## config.mk

```make
export PLATFORM = sky130hd
export DESIGN_NAME = mem_port_arbiter
export DESIGN_NICKNAME = d
export VERILOG_FILES = /design/src/rtl/mem_port_arbiter.sv
export SDC_FILE = /design/constraint.sdc
export NUM_CORES = 1
export LEC_CHECK = 0
export CAP_MARGIN = 20
export CORE_AREA = 2 2 107 109
export CTS_BUF_LIST = sky130_fd_sc_hd__clkbuf_16
export CTS_CLUSTER_SIZE = 14
export DETAILED_ROUTE_END_ITERATION = 8
export DIE_AREA = 0 0 109 111
export MAX_ROUTING_LAYER = met4
export SLEW_MARGIN = 30
export SYNTH_ARGS = -nofsm -noshare
export SYNTH_HDL_FRONTEND = slang
export SYNTH_SLANG_ARGS = --single-unit
```

## constraint.sdc

```tcl
create_clock -name clk -period 1.55 [get_ports clk]
set_input_delay 0.31 -clock clk [delete_from_list [all_inputs] [get_ports clk]]
set_output_delay 0.31 -clock clk [all_outputs]
set_load 0.01 [all_outputs]
```

## src/rtl/mem_port_arbiter.sv

```systemverilog
// Single-port memory arbiter for the fetch and load/store requesters.
// Issues one access per cycle and gives data priority unless fetch has been
// starved for STARVE_LIMIT cycles. A tag pipeline that matches the memory
// latency routes each read response back to the requester that issued it.
module mem_port_arbiter #(
  parameter int ADDR_WIDTH   = 32,
  parameter int DATA_WIDTH   = 32,
  parameter int RD_LATENCY   = 1,
  parameter int STARVE_LIMIT = 4
) (
  input  logic                    clk,
  input  logic                    rst,
  input  logic                    ireq_valid,
  input  logic [ADDR_WIDTH-1:0]   ireq_addr,
  output logic                    ireq_ready,
  output logic                    iresp_valid,
  output logic [DATA_WIDTH-1:0]   iresp_data,
  input  logic                    iflush,
  input  logic                    dreq_valid,
  input  logic [DATA_WIDTH/8-1:0] dreq_we,
  input  logic [ADDR_WIDTH-1:0]   dreq_addr,
  input  logic [DATA_WIDTH-1:0]   dreq_wdata,
  output logic                    dreq_ready,
  output logic                    dresp_valid,
  output logic [DATA_WIDTH-1:0]   dresp_data,
  output logic                    mem_en,
  output logic [DATA_WIDTH/8-1:0] mem_we,
  output logic [ADDR_WIDTH-1:0]   mem_addr,
  output logic [DATA_WIDTH-1:0]   mem_wdata,
  input  logic [DATA_WIDTH-1:0]   mem_rdata,
  output logic                    stall
);

  localparam logic [3:0] STARVE_MAX = 4'(STARVE_LIMIT);

  logic                  fetch_win;
  logic                  data_win;
  logic                  rd_issue;
  logic [3:0]            starve_cnt;
  logic [RD_LATENCY-1:0] vld_p;
  logic [RD_LATENCY-1:0] src_p;   // 1 = fetch, 0 = data
  logic                  out_vld;
  logic                  out_src;

  function automatic logic [3:0] sat_inc(input logic [3:0] v);
    return (v >= STARVE_MAX) ? STARVE_MAX : v + 4'd1;
  endfunction

  // Pick one winner: data first, fetch once it has been starved long enough.
  always_comb begin
    fetch_win = 1'b0;
    data_win  = 1'b0;
    if (!rst) begin
      if (ireq_valid && (!dreq_valid || starve_cnt == STARVE_MAX))
        fetch_win = 1'b1;
      else if (dreq_valid)
        data_win = 1'b1;
    end
  end

  assign ireq_ready = fetch_win;
  assign dreq_ready = data_win;
  assign stall      = (ireq_valid & ~ireq_ready) | (dreq_valid & ~dreq_ready);
  assign rd_issue   = fetch_win | (data_win & ~(|dreq_we));

  // Drive the memory port from the winner; an idle port is all zeros.
  always_comb begin
    mem_en    = 1'b0;
    mem_we    = '0;
    mem_addr  = '0;
    mem_wdata = '0;
    if (fetch_win) begin
      mem_en   = 1'b1;
      mem_addr = ireq_addr;
    end else if (data_win) begin
      mem_en    = 1'b1;
      mem_we    = dreq_we;
      mem_addr  = dreq_addr;
      mem_wdata = dreq_wdata;
    end
  end

  // Count consecutive cycles a pending fetch has lost arbitration.
  always_ff @(posedge clk) begin
    if (rst || !ireq_valid || fetch_win)
      starve_cnt <= 4'd0;
    else
      starve_cnt <= sat_inc(starve_cnt);
  end

  // Tag valid pipeline; a flush kills fetch tags as they advance.
  always_ff @(posedge clk) begin
    if (rst) begin
      vld_p <= '0;
    end else begin
      vld_p[0] <= rd_issue;
      for (int i = 1; i < RD_LATENCY; i++)
        vld_p[i] <= vld_p[i-1] & ~(iflush & src_p[i-1]);
    end
  end

  // Tag source pipeline travels alongside the valid bits.
  always_ff @(posedge clk) begin
    src_p[0] <= fetch_win;
    for (int i = 1; i < RD_LATENCY; i++)
      src_p[i] <= src_p[i-1];
  end

  // Final stage steers mem_rdata to its originator; a flush also masks it.
  assign out_vld     = vld_p[RD_LATENCY-1] & ~rst;
  assign out_src     = src_p[RD_LATENCY-1];
  assign iresp_valid = out_vld & out_src & ~iflush;
  assign dresp_valid = out_vld & ~out_src;
  assign iresp_data  = iresp_valid ? mem_rdata : '0;
  assign dresp_data  = dresp_valid ? mem_rdata : '0;

endmodule

```

=== After elaboration in Yosys (flattened, before gate mapping) ===
Index checks and enable logic that the tools add are counted.

* Bits in registers: 6
* Latch bits: 0
* Memory bits (writable): 0
* ROM bits: 0
* Input port bits: 137
* Output and inout port bits: 138
* Logic and storage cells: 46
* Memories kept: 0

* $add $sub $neg: 1
* $mul: 0
* Divide/modulo/power cells: 0
* Magnitude comparators: 1
* Equality and inequality tests: 1
* Shifts and indexed selects: 0
* Multiplexer cells: 16
* Bitwise logic cells: 15
* Reduce and logical (&&, ||, !) cells: 8

{| class="wikitable"
|+ Operators with widths
! operator !! count
|-
| $mux 32 || 6
|-
| $mux 4 || 2
|-
| $and 1x1->1 || 7
|-
| $mux 1 || 7
|-
| $not 1->1 || 6
|-
| $add 4x1->4 const B || 1
|-
| $eq 4x3->1 const B || 1
|-
| $ge 4x3->1 const B || 1
|-
| $reduce_or 4->1 || 1
|-
| $logic_or 1x1->1 || 3
|-
| $mux 3 || 1
|-
| $logic_not 1->1 || 2
|-
| $or 1x1->1 || 2
|-
| $reduce_or 2->1 || 1
|-
| $logic_and 1x1->1 || 1
|}

=== Depth between registers and ports, before layout ===
* Depth after elaboration: 8
* Mapped depth: 6
* Mapped depth without buffers: 5

=== Worst setup path before layout ===
Ideal clock, no wire load.

* Path type: register to output
* From: register starve_cnt[0]
* To: output port mem_addr[24]
* Arrival time: 1309 ps
* Data required time: 1240 ps
* Setup slack: -69 ps
* Stages on the path, launching flop included: 7
* Path buffers: 1
* Path through: dfxtp_1 > inv_1 > ha_1 > nand3b_1 > a21oi_4 > buf_4 > a22o_1

* Elaborated cells on any way between the ends: 9
* Classes of those cells: eq/ne: 1; mux: 6; reduce/logical: 2

{| class="wikitable"
|+ RTL lines
! what !! RTL line !! RTL
|-
| start: declaration || 39 || <nowiki>logic [3:0] starve_cnt;</nowiki>
|-
| start signal: assignment || 88 || <nowiki>starve_cnt <= sat_inc(starve_cnt);</nowiki>
|-
| $eq 4x3->1 || 54 || <nowiki>if (ireq_valid && (!dreq_valid || starve_cnt == STARVE_MAX))</nowiki>
|-
| $logic_or 1x1->1 || 54 ||
|-
| $logic_and 1x1->1 || 54 ||
|-
| $mux 1 || 54 ||
|-
| $mux 1 || 53 || <nowiki>if (!rst) begin</nowiki>
|-
| via ireq_ready || 15 || <nowiki>output logic ireq_ready,</nowiki>
|-
| $mux 32 || 72 || <nowiki>if (fetch_win) begin</nowiki>
|-
| end: declaration || 28 || <nowiki>output logic [ADDR_WIDTH-1:0] mem_addr,</nowiki>
|}

The timed path passes the listed nets, and every way through them passes these cells.

=== Final worst setup path ===
* From: register starve_cnt[1]
* To: output port mem_en

* Cells in the longest elaborated chain, start to end: 7
* Elaborated cells on any way between the ends: 9
* Classes of those cells: eq/ne: 1; mux: 6; reduce/logical: 2

{| class="wikitable"
|+ RTL lines
! what !! RTL line !! RTL
|-
| $eq 4x3->1 (*) || 54 ||
|-
| $logic_or 1x1->1 (*) || 54 ||
|-
| $logic_and 1x1->1 (*) || 54 ||
|-
| $mux 1 || 54 ||
|-
| $mux 1 || 53 ||
|-
| $mux 1 || 75 || <nowiki>end else if (data_win) begin</nowiki>
|-
| $mux 1 (*) || 72 ||
|-
| end: declaration || 26 || <nowiki>output logic mem_en,</nowiki>
|}

Every way passes the cells marked *; elsewhere a longest branch is shown, timed or not.

==> impl_metrics.json <==
{
  "cts_max_level": 1,
  "hp-class": "input pin to flop",
  "cts_buffers": 3,
  "drv_slew": 0,
  "hold_violations": 0,
  "cts_max_path_buffers": 2,
  "grt-ovfl-total": 0,
  "vdd_drop_max_mv": 0.333,
  "period_share": 1.33,
  "rsz0062_at_grt": "true",
  "synth_xor_area_frac": 0,
  "total_power_mw": 1.67,
  "grt_first_pass_wirelength_um": 16000,
  "critPathLaunch": "starve_cnt[1]",
  "powerDensity_nw_per_um2": 318,
  "worstPathArrival_ps": 1750,
  "clkLatencyLatePin_ps": 230,
  "synth_edf_count": 0,
  "syn_area_sq_um": 1350,
  "cp.required_ps": 1240,
  "finish.instance_area_sq_um": 5240,
  "cp_max_fo": 8,
  "port_buffers": 274,
  "cp-start-kind": "flop",
  "multi_input_area_sq_um": 1310,
  "rows": 39,
  "hpwl_um": 7510,
  "ys_top_cells_by_count": "100 x and2_1, 32 x a22o_1, 7 x buf_6",
  "final.fill_count": 1081,
  "finClkSkew_ps": 1.85,
  "initial_core_util": 0.122,
  "yosysTopAreaCell": "and2_1",
  "grt_max_degree": 15,
  "core-area_sq_um": 11100,
  "synth_area_leaders": "and2_1 46%, a22o_1 21%, dfxtp_1 8.9%",
  "cts_tree": "yes",
  "grt.total_usage": 0.181,
  "status": "finished with violations",
  "wl_per_cell_um": 17.5,
  "synth_flop_cell": "dfxtp_1",
  "synth-seq-area-share": 0.0890,
  "end_kind": "output pin",
  "min_from": "rst",
  "cap_violations": 0,
  "fp.dieW_um": 109,
  "fmax_mhz": 485,
  "ctsHoldBuffers": 0,
  "r2r_start": "starve_cnt[1]",
  "yosysTopAreaCellShare": 0.463,
  "dr.pass1.iters": 4,
  "diodes": 0,
  "place_area_sq_um": 4310,
  "synth_fa_ha_area_frac": 0.0259,
  "violations": "negative setup slack",
  "die_area_sq_um": 12100,
  "io_pins": 275,
  "drtAntennaViolNets": 0,
  "area_growth_pct": 288,
  "grt_antenna_before_repair": 0,
  "synth_nets": 316,
  "detail_route.vias_per_cell": 4.10,
  "synth-simple-area-share": 0.534,
  "async_reset_ff_frac": 0,
  "synth_compound_area_frac": 0.246,
  "synth_top_family_by_area": "simple AND/OR/NAND/NOR gates",
  "synth_mux_area_frac": 0,
  "register_area_sq_um": 125,
  "fin_nets": 645,
  "vias": 2651,
  "grt_pass1_vias": 2765,
  "clock_sinks": 6,
  "root_buffer": "clkbuf_16",
  "p_leak_nw": 2.50,
  "wirelength_um": 11400,
  "period_needed_ps": 2060,
  "final-setup-viol-count": 130,
  "clk_pin_slew_worst_paths_ps": 30,
  "synth_warnings": 0,
  "drive_above_1_share": 0.595,
  "place_congestion": 0.738,
  "avgSynthCellArea_sq_um": 7.63,
  "ys_seq_elements": 6,
  "drtIter0Drc": 86,
  "synth_cells": 177,
  "criticalPathCategory": "flop to output pin",
  "drc_errors": 0,
  "synthMostInstantiatedCell": "and2_1",
  "synth_cell_types": 22,
  "dieHeight_um": 111,
  "layout_setup_ws_ps": -510
}
-- through the flow --
step	setup slack (ps)	setup TNS [ps]	util	hold WS, ps	std cells
floorplan	23.2	0	-	402	177
detailed placement	-998	-119050	0.389	504	594
global route	-566	-40700	0.473	430	647
finish	-510	-33250	0.473	408	647
CTS	-531	-39970	0.443	408	646
global placement	-1010	-118120	0.389	489	594
-- sequential cells by signal, summed over array words and instances, names as in the netlist --
register	flops
out_src	1
vld_p	1
starve_cnt	4
-- layout make-up --
cell class                      instances  area share
Clock buffer                            3      0.0143
Tap cell                              143      0.0341
Multi-Input combinational cell        151       0.250
Inverter                                4     0.00286
Sequential cell                         6      0.0239
Timing Repair Buffer                  340       0.675
-- report_power, final --
| group | total [mW] | switching, mW | internal, mW |
|---|---|---|---|
| sequential | 0.168 | 0.00570 | 0.162 |
| clock | 0.422 | 0.0906 | 0.331 |
| combinational | 1.08 | 0.353 | 0.726 |
| total | 1.67 | 0.450 | 1.22 |
-- repair_timing --
action	CTS	global route
gates resized for setup	676	106
setup buffers	35	5
hold endpoints to repair	0	0
pin swaps	55	34
setup endpoints to repair	140	137
gates cloned	18	0
-- path summary, 6_finish.rpt --
check	end	slack, ps	cells past startpoint
worst max-delay path	mem_en	-510	9
worst min-delay path	vld_p	410	3
worst max register to register	vld_p	260	7
worst min register to register	starve_cnt[0]	520	2
-- layout by cell type, fill, tap and decap left out, types with 3 or more instances in the layout --
cell type	synthesis	final
and2_1	100	24
a22o_1	32	32
and2_4	0	76
dfxtp_2	0	4
clkbuf_2	0	6
buf_4	3	14
buf_12	0	6
buf_16	0	12
clkdlybuf4s50_1	0	132
clkbuf_16	0	3
buf_6	7	115
buf_2	0	49
-- logic make-up after synthesis --
family	count (synthesis)
simple gates	112
flops	6
other cells	1
compound gates	35
fa+ha+maj	3
buf+inv	20
-- routing by layer --
metal | routed length, um | vias to the layer above | GRT usage | share of wire
li1 | - | 1259 | - | -
met1 | 4100 | 1203 | 0.192 | 0.36
met2 | 5990 | 179 | 0.337 | 0.53
met3 | 1110 | 10 | 0.0388 | 0.098
met4 | 145 | 0 | 0.0419 | 0.013
met5 | 0 | - | - | 0
-- worst max-delay path: stages, from the launching register on --
cell and delay [ps]:
dfxtp_2 310, inv_2 60, ha_4 150, a41oi_4 110, buf_12 160, buf_12 120
buf_12 120, buf_16 140, or2_4 220, buf_6 120
Note: power is estimated with default switching activity, not from simulation.
